`config.mk`:
```
export PLATFORM = sky130hd
export DESIGN_NAME = contador_monitor_flat
export DESIGN_NICKNAME = d
export VERILOG_FILES = /design/src/rtl/contador_monitor_if.sv /design/src/rtl/contador_monitor.sv /design/src/flat_wrapper.sv
export SDC_FILE = /design/constraint.sdc
export NUM_CORES = 1
export LEC_CHECK = 0
export ABC_AREA = 1
export CORE_MARGIN = 5
export CORE_UTILIZATION = 47
export DETAILED_ROUTE_END_ITERATION = 8
export PLACE_DENSITY = 0.88
export SLEW_MARGIN = 25
export SYNTH_ARGS = -nofsm -noshare
export SYNTH_HDL_FRONTEND = slang
export SYNTH_SLANG_ARGS = --single-unit
```
`constraint.sdc`:
```
create_clock -name clock -period 2.06 [get_ports clock]
set_input_delay 0.309 -clock clock [delete_from_list [all_inputs] [get_ports clock]]
set_output_delay 0.309 -clock clock [all_outputs]
set_load 0.05 [all_outputs]
```
`src/rtl/contador_monitor_if.sv`:
```
// contador_monitor_if: sample/result bundle between a counter stream source and
// the sequence monitor.
//   master : drives valid/modo/q, observes locked/erro/err_count/last_q
//   slave  : the monitor itself (consumes the sample, produces the status)
interface contador_monitor_if;
  localparam int unsigned QW   = 4;
  localparam int unsigned RW   = 3;
  localparam int unsigned CNTW = 8;

  logic            valid;
  logic            modo;
  logic [QW-1:0]   q;
  logic            locked;
  logic            erro;
  logic [CNTW-1:0] err_count;
  logic [RW-1:0]   last_q;

  modport master (
    output valid, modo, q,
    input  locked, erro, err_count, last_q
  );

  modport slave (
    input  valid, modo, q,
    output locked, erro, err_count, last_q
  );
endinterface

```
`src/rtl/contador_monitor.sv`:
```
// contador_monitor: checks that a 3-bit up/down counter stream steps by exactly
// one (mod 8) in the direction given with each sample.
// Ports:
//   clock : rising-edge system clock
//   reset : synchronous, active-low
//   mon   : contador_monitor_if.slave
//           valid/modo/q in; locked/erro/err_count/last_q out (all registered)
// Optional feature: define CONTADOR_MONITOR_RANGE_CHECK_EN to treat q>7 as a
// mismatch in every state, including the seeding sample in IDLE.
module contador_monitor (
  input  logic              clock,
  input  logic              reset,
  contador_monitor_if.slave mon
);
  localparam int unsigned RW   = 3;
  localparam int unsigned CNTW = 8;

  typedef enum logic [1:0] {
    IDLE  = 2'd0,
    LOCK  = 2'd1,
    FAULT = 2'd2
  } state_e;

  state_e          state_q, state_d;
  logic [RW-1:0]   ref_q, ref_d;
  logic [CNTW-1:0] cnt_q, cnt_d;
  logic            erro_q, erro_d;
  logic            locked_q, locked_d;

  logic [RW-1:0]   sample_c;
  logic [RW-1:0]   expected_c;
  logic            range_bad_c;
  logic            mismatch_c;

  // Expected next value with natural 3-bit wrap (7->0 up, 0->7 down).
  assign sample_c   = mon.q[RW-1:0];
  assign expected_c = mon.modo ? RW'(ref_q + RW'(1)) : RW'(ref_q - RW'(1));

`ifdef CONTADOR_MONITOR_RANGE_CHECK_EN
  assign range_bad_c = mon.q[3];
`else
  // Top bit of q is deliberately ignored in this build.
  logic unused_q3_c;
  assign unused_q3_c = mon.q[3];
  assign range_bad_c = 1'b0;
`endif

  assign mismatch_c = range_bad_c || (sample_c != expected_c);

  // State and output registers.
  always_ff @(posedge clock) begin
    if (!reset) begin
      state_q  <= IDLE;
      ref_q    <= '0;
      cnt_q    <= '0;
      erro_q   <= 1'b0;
      locked_q <= 1'b0;
    end else begin
      state_q  <= state_d;
      ref_q    <= ref_d;
      cnt_q    <= cnt_d;
      erro_q   <= erro_d;
      locked_q <= locked_d;
    end
  end

  // Next-state logic.
  always_comb begin
    state_d = state_q;
    if (mon.valid) begin
      case (state_q)
        IDLE:        state_d = range_bad_c ? FAULT : LOCK;
        LOCK, FAULT: state_d = mismatch_c ? FAULT : LOCK;
        default:     state_d = IDLE;
      endcase
    end
  end

  // Output next values; the seeding sample in IDLE is only judged on range.
  always_comb begin
    ref_d    = ref_q;
    cnt_d    = cnt_q;
    erro_d   = 1'b0;
    locked_d = (state_d == LOCK);
    if (mon.valid) begin
      ref_d  = sample_c;
      erro_d = (state_q == IDLE) ? range_bad_c : mismatch_c;
      if (erro_d && (cnt_q != '1)) begin
        cnt_d = CNTW'(cnt_q + CNTW'(1));
      end
    end
  end

  assign mon.locked    = locked_q;
  assign mon.erro      = erro_q;
  assign mon.err_count = cnt_q;
  assign mon.last_q    = ref_q;
endmodule
```
`src/flat_wrapper.sv`:
```
// flat-port wrapper written by rule: the top's interface ports become plain ports
module contador_monitor_flat 
  (clock, reset, mon_valid, mon_modo, mon_q, mon_locked, mon_erro, mon_err_count, mon_last_q);
  contador_monitor_if mon_i ();
  input  logic clock;
  input  logic reset;
  input wire logic [$bits(mon_i.valid)-1:0] mon_valid;
  input wire logic [$bits(mon_i.modo)-1:0] mon_modo;
  input wire logic [$bits(mon_i.q)-1:0] mon_q;
  output wire logic [$bits(mon_i.locked)-1:0] mon_locked;
  output wire logic [$bits(mon_i.erro)-1:0] mon_erro;
  output wire logic [$bits(mon_i.err_count)-1:0] mon_err_count;
  output wire logic [$bits(mon_i.last_q)-1:0] mon_last_q;
  assign mon_i.valid = mon_valid;
  assign mon_i.modo = mon_modo;
  assign mon_i.q = mon_q;
  assign mon_locked = mon_i.locked;
  assign mon_erro = mon_i.erro;
  assign mon_err_count = mon_i.err_count;
  assign mon_last_q = mon_i.last_q;
  contador_monitor u_core (.clock(clock), .reset(reset), .mon(mon_i));
endmodule
```
# [Yosys cells after proc, flatten, opt, wreduce, memory -nomap -nowiden]
# Cells that the tools add are included.
[op_classes] n_addsub=3 n_eq_ne=5 muxes=5 reduce_logical=5
[ops] operator="$add A8 B1 Y8 const B" count=1
[ops] operator="$ne A8 B8 Y1 const B" count=1
[ops] operator="$eq A2 B1 Y1 const B" count=2
[ops] operator="$mux W2" count=2
[ops] operator="$pmux W2 S2" count=1
[ops] operator="$reduce_and A2 Y1" count=2
[ops] operator="$add A3 B1 Y3 const B" count=1
[ops] operator="$mux W3" count=1
[ops] operator="$ne A3 B3 Y1" count=1
[ops] operator="$sub A3 B1 Y3 const B" count=1
[ops] operator="$eq A2 B2 Y1 const B" count=1
[ops] operator="$logic_not A2 Y1" count=1
[ops] operator="$reduce_or A2 Y1" count=1
[ops] operator="$logic_and A1 B1 Y1" count=1
[ops] operator="$mux W1" count=1
[word_totals] ff_bits=15 input_bits=8 out_inout_bits=13 word_cells=23

# [Longest topological paths before layout]
[depth] ltp_word=7 mapped_depth=13 ltp_nobuf=13

# [Worst setup path after synthesis]
# Ideal clock, no wire load.
[synth_timing] kind="register -> register" start="register u_core.ref_q[0] (netlist: u_core.mon.last_q[0])" end="register u_core.cnt_q[3] (netlist: u_core.mon.err_count[3])" setup_time_ps=70 t_arrival_ps=1870 required_time_ps=1990 setup_slack_ps=120 path_stages_with_launch=9 n_path_buf=0 period_less_slack_ps=1940 path_cell_list="dfxtp_1 -> fa_1 -> nand2_1 -> nand2_1 -> nor2_1 -> nand3_2 -> nand4_2 -> nand2_1 -> a21oi_1"
[synth_via] elab_chain_cells=6
[synth_lines] element="start, declared" line_no="contador_monitor.sv:25" text="logic [RW-1:0] ref_q, ref_d;"
[synth_lines] element="start signal, assigned" line_no="contador_monitor.sv:60" text="ref_q <= ref_d;"
[synth_lines] element="$sub A3 B1 Y3 or $add A3 B1 Y3 (tied branches)" line_no="contador_monitor.sv:37" text="assign expected_c = mon.modo ? RW'(ref_q + RW'(1)) : RW'(ref_q - RW'(1));"
[synth_lines] element="$mux W3 (*)" line_no="contador_monitor.sv:37"
[synth_lines] element="$ne A3 B3 Y1 (*)" line_no="contador_monitor.sv:48" text="assign mismatch_c = range_bad_c || (sample_c != expected_c);"
[synth_lines] element="$mux W1 (*)" line_no="contador_monitor.sv:87" text="erro_d = (state_q == IDLE) ? range_bad_c : mismatch_c;"
[synth_lines] element="$logic_and A1 B1 Y1 (*)" line_no="contador_monitor.sv:88" text="if (erro_d && (cnt_q != '1)) begin"
[synth_lines] element="$reduce_and A2 Y1 (no source line) (*)"
[synth_lines] element="end signal, assigned" line_no="contador_monitor.sv:61" text="cnt_q <= cnt_d;"
[synth_lines] element="end, declared" line_no="contador_monitor.sv:26" text="logic [CNTW-1:0] cnt_q, cnt_d;"
# Mark *: on every way between the ends. The rest lies on a longest branch, timed or not.
# A chain may end at the register's enable or synchronous reset.

# [Final worst setup path]
[layout_timing] start="input port mon_modo" end="register u_core.cnt_q[2] (netlist: u_core.mon.err_count[2])"
[layout_via] elab_chain_cells=5
[layout_lines] element="start, declared" line_no="flat_wrapper.sv:8" text="input wire logic [$bits(mon_i.modo)-1:0] mon_modo;"
[layout_lines] element="$mux W3" line_no="contador_monitor.sv:37"
[layout_lines] element="$ne A3 B3 Y1" line_no="contador_monitor.sv:48"
[layout_lines] element="$mux W1" line_no="contador_monitor.sv:87"
[layout_lines] element="$logic_and A1 B1 Y1" line_no="contador_monitor.sv:88"
[layout_lines] element="$reduce_and A2 Y1 (no source line)"
# No other way between the ends.

==> flow_summary_export.csv <==
group,metric,value,unit
yosys,ys_top_cells_by_area,"dfxtp_1 (36%), nand2_1 (15%), inv_1 (6.7%), a21oi_1 (6.0%), xnor2_1 (5.2%)",
worst_setup_path,cp_data_required_time,2280,ps
power,power_leakage,0.0004495,uW
power,power,670.4,uW
clock_network,cts_tree,"built",
die,rows,15,
worst_setup_path,path_buf_inv,3,
layout,layout_common_cells,"nand2_1 (32), clkdlybuf4s50_1 (19), inv_1 (15), dfxtp_1 (15), a21oi_1 (10)",
clock_network,clk_latency,280,ps
drt,drtPass1Iterations,4,
sta,tightest_slew,500.3,ps
hold_path,hold_depth,2,
layout,nets,150,
clock_network,cts.path.max_buffers,2,
yosys,syn-num-nets,127,
sta,fin_skew,1.729,ps
placement,routabilityCongestion,0.7410,
placement,dp_slack,-162.4,ps
clock_network,h-tree-depth,1,
sta,final-hold-violation-count,0,
sta,setup_violations,0,
yosys,synth-seq-cells,15,
worst_setup_path,end_kind,"flip-flop",
hold_path,hold_class,"flip-flop to flip-flop",
sta,rsz0062_at_grt,"false",
sta,slew_viol_final,0,
drt,routedWlPerCell,10.95,um
grt,antenna_found_initial,0,
sta,period_minus_slack,1928,ps
clock_network,cts.sinks,15,
placement,post_dp_cell_area,0.001052,mm^2
status,status,"completed",
placement,io_buffers,19,
clock_network,clk_pin_slew,90,ps
grt,grt_pass1_wl,2863,um
drt,via_count,781,
yosys,syn_area,839.6,um^2
worst_setup_path,arrival,2150,ps
worst_setup_path,worstPathCellList,"clkdlybuf4s50_1 -> inv_1 -> fa_1 -> inv_1 -> nand2_1 -> nand2_1 -> nor2_1 -> nand3_2 -> nand4_2 -> nand2_1 -> a21oi_1",
layout,area_delta_synth_final,28.76,%
worst_setup_path,ff2ff_path_depth,9,
layout,final_area,0.001081,mm^2
drt,routed_wl,1774,um
sta,finalCritPeriodShare,93.60,%
yosys,netlist_instances,115,
die,die_h,52.27,um
yosys,synth_top_area_share,35.77,%
grt,grt_max_degree,12,
yosys,yosysWarnings,0,
sta,slew_headroom,66.54,%
grt,track_usage,13.64,%
layout,antenna_cells,0,
die,coreArea,0.001708,mm^2
yosys,yosysSeqAreaShare,35.77,%
drt,drc,0,
worst_setup_path,crit_cells,11,
die,start_util,49.16,%
drt,vias_per_cell,4.821,
yosys,synth_top_area_cell,"dfxtp_1",
grt,grt-ovfl-total,0,
yosys,yosysUniqueCellTypes,24,
worst_setup_path,crit_family,"simple AND/OR/NAND/NOR gates",
flow_run,maxCapViolations,0,
sta,max_freq,518.6,MHz
worst_setup_path,cp_slowest_stage_delay,500,ps
worst_setup_path,critPathLaunchType,"primary input",
layout,final_common_cell,"nand2_1",
clock_network,clockRootBuffer,"clkbuf_4",
yosys,syn_area_per_cell,7.300,um^2
worst_setup_path,path_class,"primary input to flip-flop",
worst_setup_path,critPathMostFrequentCell,"nand2_1",
worst_setup_path,critPathSlowestCell,"fa_1",
worst_setup_path,crit_fanout,8,
die,die_x,52.27,um
placement,hpwl,1367,um
drt,drtAntennaViolNets,0,
power,pwr_density_cell,620.2,mW/mm^2
die,io-pin-count,21,
sta,setup_ws,131.9,ps
drt,drt_iter0_drc,14,
layout,drive_above_1_share,10.22,%
clock_network,cts_buffers,3,
power,vdd.ir_drop.worst,0.3856,mV
grt,grt_pass1_vias,750,
die,die_area,0.002732,mm^2
## path summary, 6_finish.rpt
path,to,from,slack (ps)
max,u_core.mon.err_count[2]$_SDFFE_PN0P_,mon_modo,130
min,u_core.mon.err_count[1]$_SDFFE_PN0P_,u_core.mon.err_count[1]$_SDFFE_PN0P_,520
max reg2reg,u_core.mon.err_count[2]$_SDFFE_PN0P_,u_core.mon.last_q[0]$_SDFFE_PN0P_,250
min reg2reg,u_core.mon.err_count[1]$_SDFFE_PN0P_,u_core.mon.err_count[1]$_SDFFE_PN0P_,520
## power by group
part / internal, uW / leakage (uW) / total (uW) / switching, uW
registers: 305 / 0.000122 / 317 / 11.8
logic: 69.0 / 0.000312 / 183 / 114
clock network: 75.2 / 0.0000150 / 171 / 95.4
## routing by layer
metal	GRT usage, %	vias to the layer above	wire length, um
li1	-	408	-
met1	13.79	356	763
met2	26.78	17	912
met3	5.413	0	98
met4	1.277	0	0
met5	0	-	0
## through the flow
step	std cells	TNS [ps]	hold WS, ps	utilization [%]
after floorplan	115	0	436.3	-
after global placement	158	-1036	487.2	61.61
final	162	0	515.9	63.30
after detailed placement	158	-1605	507.2	61.61
after CTS	162	0	518.3	63.15
after global routing	162	0	534.0	63.30
## flip-flops by register name, summed over array words and instances (netlist names)
register,flops
u_core.mon.erro,1
u_core.mon.last_q,3
u_core.mon.err_count,8
u_core.mon.locked,1
u_core.state_q,2
## cell usage after synthesis
cell and number:
a21oi_1 10, a31oi_1 1, and2_1 1, buf_4 1, clkinv_2 1, dfxtp_1 15, dlygate4sd1_1 1, fa_1 1
ha_1 3, inv_1 15, inv_4 1, nand2_1 33, nand3_1 2, nand3_2 4, nand4_1 1, nand4_2 1
nor2_1 9, nor2_2 1, nor2_4 1, nor3_1 2, o21ai_0 1, o21ai_1 3, xnor2_1 5, xor2_1 2
## what timing repair did
action / 4_1_cts / 5_1_grt
setup endpoints to repair: 0 / 1
setup buffers: 0 / 0
gates resized for setup: 0 / 1
hold buffers: 0 / 0
## cell type report
type | instances | area, um^2
tap | 25 | 31.28
clock buffer | 4 | 26.28
inverter | 17 | 67.56
multi-input combinational | 81 | 457.9
timing repair buffer | 20 | 197.7
fill | 173 | 626.9
sequential | 15 | 300.3
## cell families after synthesis
logic type | Yosys count | synth area share, %
AOI/OAI and AO/OA | 15 | 9.091
xor gates and xnor gates | 7 | 7.303
adders and majority gates | 4 | 6.856
buffers and inverters | 19 | 9.985
DFF | 15 | 35.77
and+or+nand+nor | 55 | 31.00
## tightest hold or removal path: cells and delay by family, from the launching register on
kind / cells / cell delay [ps]
AOI/OAI and AO/OA: 1 / 60
and+or+nand+nor: 1 / 70
DFF: 1 / 350
(Power assumes the default switching activity.)
